$ cat src/rtl/dut_pkg.sv
// Shared opcode names, default widths and response bundle
// for the command processor and its coverage collateral.
package dut_pkg;

   localparam int DEF_ADR_W  = 4;
   localparam int DEF_DATA_W = 4;
   localparam int DEF_CMD_W  = 4;
   localparam int DEF_DROP_W = 8;

   typedef enum logic [DEF_CMD_W-1:0] {
      C_NOP   = 4'd0,
      C_WRITE = 4'd1,
      C_READ  = 4'd2,
      C_INCR  = 4'd3,
      C_CLEAR = 4'd4
   } cmd_e;

   typedef struct packed {
      logic [DEF_ADR_W-1:0]  adr;
      logic [DEF_DATA_W-1:0] data;
      logic                  carry;
   } rsp_t;

endpackage

$ cat src/rtl/dut_regfile.sv
// Register array: async clear on reset, one comb read port,
// one write port and a clear-by-pointer path used by the sweep.
module dut_regfile #(
   parameter int ADR_W  = 4,
   parameter int DATA_W = 4
) (
   input  logic              clk,
   input  logic              rst,
   input  logic              we,
   input  logic [ADR_W-1:0]  waddr,
   input  logic [DATA_W-1:0] wdata,
   input  logic              clr,
   input  logic [ADR_W-1:0]  clr_adr,
   input  logic [ADR_W-1:0]  raddr,
   output logic [DATA_W-1:0] rdata
);

   logic [DATA_W-1:0] mem [2**ADR_W];

   // Storage update; the clear sweep owns the array while active
   always_ff @(posedge clk or posedge rst) begin
      if (rst) begin
         for (int i = 0; i < 2**ADR_W; i++) mem[i] <= '0;
      end else if (clr) begin
         mem[clr_adr] <= '0;
      end else if (we) begin
         mem[waddr] <= wdata;
      end
   end

   assign rdata = mem[raddr];

endmodule

$ cat src/rtl/dut_cmd_proc.sv
// Command processor: decodes one opcode per edge against the
// register file, runs the clear sweep and counts dropped commands.
module dut_cmd_proc
   import dut_pkg::*;
#(
   parameter int ADR_W  = DEF_ADR_W,
   parameter int DATA_W = DEF_DATA_W,
   parameter int CMD_W  = DEF_CMD_W,
   parameter int DROP_W = DEF_DROP_W
) (
   input  logic              clk,
   input  logic              rst,
   input  logic [CMD_W-1:0]  cmd,
   input  logic [ADR_W-1:0]  adr,
   input  logic [DATA_W-1:0] data,
   output logic              rsp_valid,
   output logic [ADR_W-1:0]  rsp_adr,
   output logic [DATA_W-1:0] rsp_data,
   output logic              rsp_carry,
   output logic              busy,
   output logic              err,
   output logic [DROP_W-1:0] drop_cnt
);

   localparam logic [CMD_W-1:0] OP_NOP   = CMD_W'(C_NOP);
   localparam logic [CMD_W-1:0] OP_WRITE = CMD_W'(C_WRITE);
   localparam logic [CMD_W-1:0] OP_READ  = CMD_W'(C_READ);
   localparam logic [CMD_W-1:0] OP_INCR  = CMD_W'(C_INCR);
   localparam logic [CMD_W-1:0] OP_CLEAR = CMD_W'(C_CLEAR);

   typedef enum logic {S_IDLE, S_CLEAR} state_e;

   state_e            state_q, state_d;
   logic [ADR_W-1:0]  ptr_q, ptr_d;
   logic              we, clr;
   logic [DATA_W-1:0] wdata, rdata;
   logic [DATA_W:0]   sum;
   logic              rv_d, rc_d, err_d, drop_inc;
   logic [DATA_W-1:0] rd_d;

   dut_regfile #(
      .ADR_W  (ADR_W),
      .DATA_W (DATA_W)
   ) u_rf (
      .clk     (clk),
      .rst     (rst),
      .we      (we),
      .waddr   (adr),
      .wdata   (wdata),
      .clr     (clr),
      .clr_adr (ptr_q),
      .raddr   (adr),
      .rdata   (rdata)
   );

   // Decode, sweep sequencing and response/drop qualification
   always_comb begin
      state_d  = state_q;
      ptr_d    = ptr_q;
      we       = 1'b0;
      clr      = 1'b0;
      sum      = {1'b0, rdata} + {1'b0, data};
      wdata    = data;
      rv_d     = 1'b0;
      rd_d     = rdata;
      rc_d     = 1'b0;
      err_d    = 1'b0;
      drop_inc = 1'b0;
      unique case (state_q)
         S_IDLE: begin
            case (cmd)
               OP_NOP: ;
               OP_WRITE: we = 1'b1;
               OP_READ: rv_d = 1'b1;
               OP_INCR: begin
                  we    = 1'b1;
                  wdata = sum[DATA_W-1:0];
                  rv_d  = 1'b1;
                  rd_d  = sum[DATA_W-1:0];
                  rc_d  = sum[DATA_W];
               end
               OP_CLEAR: begin
                  state_d = S_CLEAR;
                  ptr_d   = '0;
               end
               default: err_d = 1'b1;
            endcase
         end
         S_CLEAR: begin
            clr   = 1'b1;
            ptr_d = ptr_q + 1'b1;
            if (ptr_q == '1) state_d = S_IDLE;
            if (cmd != OP_NOP) drop_inc = 1'b1;
         end
         default: state_d = S_IDLE;
      endcase
   end

   // FSM state and sweep pointer
   always_ff @(posedge clk or posedge rst) begin
      if (rst) begin
         state_q <= S_IDLE;
         ptr_q   <= '0;
      end else begin
         state_q <= state_d;
         ptr_q   <= ptr_d;
      end
   end

   // Response register: payload holds while no response is due
   always_ff @(posedge clk or posedge rst) begin
      if (rst) begin
         rsp_valid <= 1'b0;
         rsp_adr   <= '0;
         rsp_data  <= '0;
         rsp_carry <= 1'b0;
         err       <= 1'b0;
      end else begin
         rsp_valid <= rv_d;
         err       <= err_d;
         if (rv_d) begin
            rsp_adr   <= adr;
            rsp_data  <= rd_d;
            rsp_carry <= rc_d;
         end
      end
   end

   // Saturating count of commands discarded during the sweep
   always_ff @(posedge clk or posedge rst) begin
      if (rst) begin
         drop_cnt <= '0;
      end else if (drop_inc && drop_cnt != '1) begin
         drop_cnt <= drop_cnt + 1'b1;
      end
   end

   assign busy = (state_q == S_CLEAR);

   a_cmd_known: assert property (
      @(posedge clk) disable iff (rst)
      (state_q != S_IDLE) || !$isunknown(cmd)
   );

endmodule

$ cat config.mk
export PLATFORM = sky130hd
export DESIGN_NAME = dut_cmd_proc
export DESIGN_NICKNAME = d
export VERILOG_FILES = /design/src/rtl/dut_pkg.sv /design/src/rtl/dut_regfile.sv /design/src/rtl/dut_cmd_proc.sv
export SDC_FILE = /design/constraint.sdc
export NUM_CORES = 1
export LEC_CHECK = 0
export CAP_MARGIN = 40
export CORE_ASPECT_RATIO = 0.75
export CORE_MARGIN = 5
export CORE_UTILIZATION = 45
export CTS_CLUSTER_SIZE = 20
export DETAILED_ROUTE_END_ITERATION = 8
export GPL_TIMING_DRIVEN = 1
export PLACE_DENSITY = 0.69
export SKIP_CTS_REPAIR_TIMING = 1
export SKIP_LAST_GASP = 1
export SYNTH_ARGS = -nofsm -noshare
export SYNTH_HDL_FRONTEND = slang
export SYNTH_HIERARCHICAL = 1
export SYNTH_SLANG_ARGS = --single-unit
$ cat constraint.sdc
create_clock -name clk -period 6.9 [get_ports clk]
set_input_delay 0.69 -clock clk [delete_from_list [all_inputs] [get_ports clk]]
set_output_delay 0.69 -clock clk [all_outputs]
set_load 0.005 [all_outputs]
After elaboration in Yosys (flattened, before gate mapping) --
Index checks and enable logic that the tools add are counted.
Operators by class: add/sub/neg operators 3, order comparisons 4, equality and inequality tests 7, muxes and demuxes 30, bitwise operators 5, reductions and logical operators 9
Operators with widths (number):
- $mux 64 | 2
- $and 64x64->64 | 1
- $bwmux 64 | 1
- $not 64->64 | 1
- $mux 4 | 9
- $demux 4 s4 | 2
- $bmux 4 s4 | 1
- $mux 1 | 13
- $ge 5x5->1 const B | 2
- $lt 5x1->1 const B | 2
- $not 4->5 | 2
- $add 8x1->8 const B | 1
- $eq 4x2->1 const B | 2
- $ne 8x8->1 const B | 1
- $pmux 4 s2 | 1
- $add 4x4->5 | 1
- $reduce_or 5->1 | 1
- $add 4x1->4 const B | 1
- $eq 4x1->1 const B | 1
- $eq 4x3->1 const B | 1
- $eq 4x4->1 const B | 1
- $logic_not 4->1 | 1
- $reduce_bool 4->1 | 1
- $reduce_or 2->1 | 2
- other kinds (5) | 7
Storage, ports and cells: register bits 88, bits of input ports 14, output and inout bits 20, word-level logic and storage cells 82

Logic depth before layout (Yosys ltp) --
depth after elaboration 10, depth in mapped cells 13, mapped depth without buffers 9

Cells and area by module --
Netlist, hierarchy kept.
By module, submodules not included:
- dut_regfile | instances 1, cells each 227, area an instance 3098.0 um^2, seq. area each 1601.5 um^2
- dut_cmd_proc | instances 1, cells each 119, area an instance 1273.7 um^2, seq. area each 600.6 um^2

Least setup slack after synthesis --
Ideal clock, no wire load.
path kind input -> register, start point input port adr[0], end point register u_rf/mem[62] (netlist bit), setup time 0.065 ns, arrival time 3.211 ns, required time 6.835 ns, slack 3.625 ns, cell stages on the path 12, path buffers 4, cells stage by stage buf_6 -> buf_6 -> mux4_2 -> nand3_1 -> nand3_1 -> ha_1 -> fa_1 -> xnor2_1 -> o21ai_0 -> buf_1 -> clkbuf_1 -> a22o_2
On the way: word-level cells in the longest chain between the ends 10, elaborated cells on any way between the ends 15, those cells by class 1 x add/sub; 2 x order compare; 10 x mux; 1 x bitwise; 1 x reduce/logical
Ends and longest elaborated chain:
- start: declaration | RTL line dut_cmd_proc.sv:14 | input logic [ADR_W-1:0] adr,
- $not 4->5 (implied by the code) | RTL line dut_regfile.sv:31 | assign rdata = mem[raddr];
- $bmux 4 s4 | RTL line dut_regfile.sv:31
- $mux 4 (implied by the code) (2 in series) | RTL line dut_regfile.sv:31
- net rdata[0] | RTL line dut_cmd_proc.sv:36 | logic [DATA_W-1:0] wdata, rdata;
- $add 4x4->5 | RTL line dut_cmd_proc.sv:62 | sum = {1'b0, rdata} + {1'b0, data};
- $mux 4 | RTL line dut_cmd_proc.sv:71 | case (cmd)
- $mux 4 | RTL line dut_cmd_proc.sv:69 | unique case (state_q)
- net wdata[2] | RTL line dut_cmd_proc.sv:36
- $bwmux 64 | RTL line dut_regfile.sv:27 | mem[waddr] <= wdata;
- $mux 64 | RTL line dut_regfile.sv:26 | end else if (we) begin
- $mux 64 | RTL line dut_regfile.sv:24 | end else if (clr) begin
- end signal: indexed assignment | RTL line dut_regfile.sv:27
- end: declaration | RTL line dut_regfile.sv:18 | logic [DATA_W-1:0] mem [2**ADR_W];
The timed path passes the listed nets, and every way through them passes these cells. The select of a mux whose other input is x is not followed. A chain may end at the register's enable or synchronous reset.

Worst setup path after layout --
start point input port adr[0], end point register u_rf/mem[34] (netlist bit)
The elaborated chain is that of the path after synthesis.

==> summary.md <==
| Metric | Value |
|---|---|
| Wire length of the first global-routing pass | `18100 um` |
| Placement Rows | `31` |
| Die area | `11800 um2` |
| Area of the mapped netlist | `4370 um2` |
| Yosys reg bits | `88` |
| Clock sinks | `88` |
| Count of nets left with antenna violations after detail routing | `0` |
| Avg Inst Size Synth | `12.6 um2` |
| Actual transition at the worst max-transition pin | `831 ps` |
| Critical Path Start Type | `primary input` |
| Largest area contributor in the netlist | `dfrtp_1` |
| Max VDD drop | `210 uV` |
| Number of synthesized flops with an enable pin | `0` |
| Initial antenna violation count | `0` |
| XOR/XNOR share of the synthesized area | `0.801%` |
| Level count of the clock H-tree | `3` |
| Worst hold margin | `482 ps` |
| Total half-perimeter wirelength after legalization and detailed placement | `7690 um` |
| Most utilized layer in the global route result | `met1` |
| Crit path kind | `in -> reg` |
| Share of cell area taken by muxes after synthesis | `10.9%` |
| Total GRT Usage | `20.3%` |
| Maximum fanout along the worst path | `11` |
| IO Port Bufs | `33` |
| DRC violation count after routing | `0` |
| Vertical die dimension | `95.4 um` |
| Data arrival time of the critical path | `4430 ps` |
| Vias in the first global route | `3230` |
| Total inserted antenna cells | `0` |
| I/O pin count | `34` |
| Async set-reset flop share out of synthesis | `100%` |
| Crit path setup slack, layout | `2740 ps` |
| Crit end category | `flip-flop` |
| Fmax | `240 MHz` |
| Remaining global-route overflow | `0` |
| Sequential share of the synthesized area | `50.4%` |
| Net switching fraction of the power | `31.2%` |
| Initial Utilization | `45.6%` |
| Detailed-route vias per instance | `6.10` |
| Max-cap violations | `0` |
| Utilization after layout | `53.6%` |
| Sw Pwr | `0.493 mW` |
| Global routing met1 resource utilization | `31.2%` |
| Combinational group share of total power | `28.4%` |
| Skew-Pair Late Insertion Delay | `340 ps` |
| Leakage | `2.27 nW` |
| Number of clock buffers inserted by TritonCTS | `9` |
| Clock Skew | `8.46 ps` |
| Vias after detailed routing | `3168` |
| Fraction of final layout cells with drive strength greater than 1 | `16.3%` |
| Clock root buffer | `clkbuf_16` |
| Dominant combinational cell family by area after synthesis | `compound AO/OA/AOI/OAI gates` |
| Fraction of the cycle the final worst path needs | `60.3%` |
| Post-synthesis compound-gate area fraction | `19.5%` |
| Hold Violations, Final | `0` |
| TNS Setup | `0 ps` |
| Unrepaired setup endpoints after global routing | `false` |
| Total nets after synthesis | `367` |
| Area growth from synthesis to layout | `17.4%` |
| Synth top area share | `50.4%` |
| Weighted congestion reported at the end of routability-driven placement | `0.839` |
| Final std cell area, no fill | `5130 um2` |
| Power share of the sequential group | `43.1%` |
| Tmin final | `4160 ps` |
| First DRT Iteration DRCs | `377` |
| DR WL/cell | `20.9 um` |
| Most used flip-flop cell after synthesis | `dfrtp_1` |
| Final net count | `404` |
| Outcome | `complete, no violations` |
| Core Footprint | `9580 um2` |
| Worst slew slack as a fraction of its limit | `44.6%` |
| Cell count after placement | `504` |
| Total power density per cell area | `308 nW/um2` |
| Required time at the endpoint of the critical path | `7180 ps` |
| Final wirelength | `10800 um` |
| Cells on Worst Hold Path | `2` |
| Post-place instance area | `4860 um2` |
| Post-placement setup slack | `2430 ps` |
| Number of search-and-repair iterations in the first detailed-routing pass | `5` |
| Synth top area cells | `dfrtp_1 (50%), a22o_1 (13%), mux4_2 (8.2%)` |
| Clock tree from TritonCTS | `yes` |
| Pins over their slew limit | `0` |
| Class of the most critical hold timing path | `reg -> reg` |
| Buffers from clock root to sink, at most | `2` |
| GR Util met3 | `4.27%` |
| Adder-cell share of the synthesized area | `2.18%` |
| Non-filler instance count after layout | `519` |
| Number of warning messages in the yosys log | `6` |
| Library cells used by synthesis | `52` |
| Final setup fails | `0` |
| Register clock-pin slew on the reported worst setup and hold paths | `60 ps` |
| Number of fillers in the final layout | `839` |
| Cell internal power dissipation | `1.09 mW` |
| Final Power | `1.58 mW` |
| Simple-gate share of the synthesized area | `13.9%` |
| Number of instances in the synthesized netlist | `346` |
| Depth of the worst register-to-register path | `9` |
| Largest net degree at the start of global routing | `65` |
| Die X | `124 um` |
| Portion of total power attributed to the clock network | `28.6%` |
| Met2 Usage GRT | `28.7%` |
-- path summary, 6_finish.rpt --
check                             start            to  slack, ps
max in group asynchronous           rst  u_rf/mem[27]       5400
hold reg to reg              rsp_adr[0]    rsp_adr[0]        480
setup / recovery                 adr[0]  u_rf/mem[34]       2740
hold / removal               rsp_adr[0]    rsp_adr[0]        480
min in group asynchronous           rst           err        720
setup reg to reg           u_rf/mem[52]  u_rf/mem[34]       3780
-- registers in the layout, indices dropped and copies added (netlist names) --
signal     flops
busy           1
drop_cnt       8
err            1
ptr_q          4
rsp_adr        4
rsp_carry      1
rsp_data       4
rsp_valid      1
u_rf/mem      64
-- critical path: stages --
cell             delay (ps)
clkdlybuf4s50_1         710
buf_4                   300
mux4_2                  540
a22oi_1                 270
nand3_1                 160
ha_1                    230
fa_1                    410
xnor2_1                 160
o21ai_1                 580
buf_6                   230
a22o_1                  150
-- logic make-up (layout without fill, tap and decap cells) --
family,Yosys count,after routing
XOR/XNOR,4,4
AND/OR/NAND/NOR,94,94
flip-flops,88,88
adder cells (fa/ha/maj),7,7
buffers and inverters,20,61
multiplexers,26,26
AO/OA/AOI/OAI,107,107
-- area by class of cell --
| class | instances | area (um2) | area share [%] |
|---|---|---|---|
| inverters | 4 | 20.0 | 0.390 |
| multi-input cells | 238 | 2060 | 40.2 |
| flip-flops and latches | 88 | 2200 | 42.9 |
| well taps | 132 | 165 | 3.22 |
| clock buffers | 12 | 256 | 5.00 |
| clock inverters | 3 | 17.5 | 0.341 |
| repair buffers | 42 | 407 | 7.92 |
-- cell usage after synthesis, types with 3 or more instances --
library cell and n:
xnor2_1 3, mux4_2 16, mux2i_1 3, dfrtp_1 88
nand2_1 27, nor2_1 5, buf_1 4, mux2_2 3
buf_2 3, buf_6 3, o21ai_0 11, clkbuf_1 6
inv_1 3, nor2b_1 8, a21oi_1 4, a22oi_1 20
and2_1 13, a22o_1 63, ha_1 6, nand3_1 14
-- power groups by stage --
stage	logic (mW)	clock network, mW	registers [mW]
6_report	0.449	0.452	0.681
5_1_grt	0.491	0.486	0.696
4_1_cts	0.449	0.464	0.681
3_5_place_dp	0.447	0	0.686
3_3_place_gp	0.437	0	0.685
2_1_floorplan	0.251	0	0.678
-- layer usage --
layer / wire, um / share of wire [%]
met5: 0 / 0
met3: 616 / 5.7
met4: 171 / 1.6
met1: 5270 / 49
met2: 4780 / 44
-- cells in the final DEF (no fill, tap or decap), types with 2 or more instances in the layout --
cell type	instances
nor2_1	5
mux2_2	3
inv_1	2
a22o_2	2
and2_1	13
a22oi_1	20
o21ai_0	9
nor2b_1	8
nor3b_1	2
ha_1	6
mux4_2	16
and4bb_4	2
mux2_4	2
clkdlybuf4s50_1	33
a21oi_1	4
clkbuf_8	2
clkinv_2	2
mux2_1	2
a22o_1	63
o21a_1	2
and3b_2	2
mux2i_1	3
nand3_1	14
a21o_1	2
a41oi_1	2
xnor2_1	3
nor4b_1	2
o21ai_1	2
clkbuf_16	9
dfrtp_1	88
buf_4	6
nand4_1	2
nand2_1	27
Note: power is estimated with default switching activity, not from simulation.
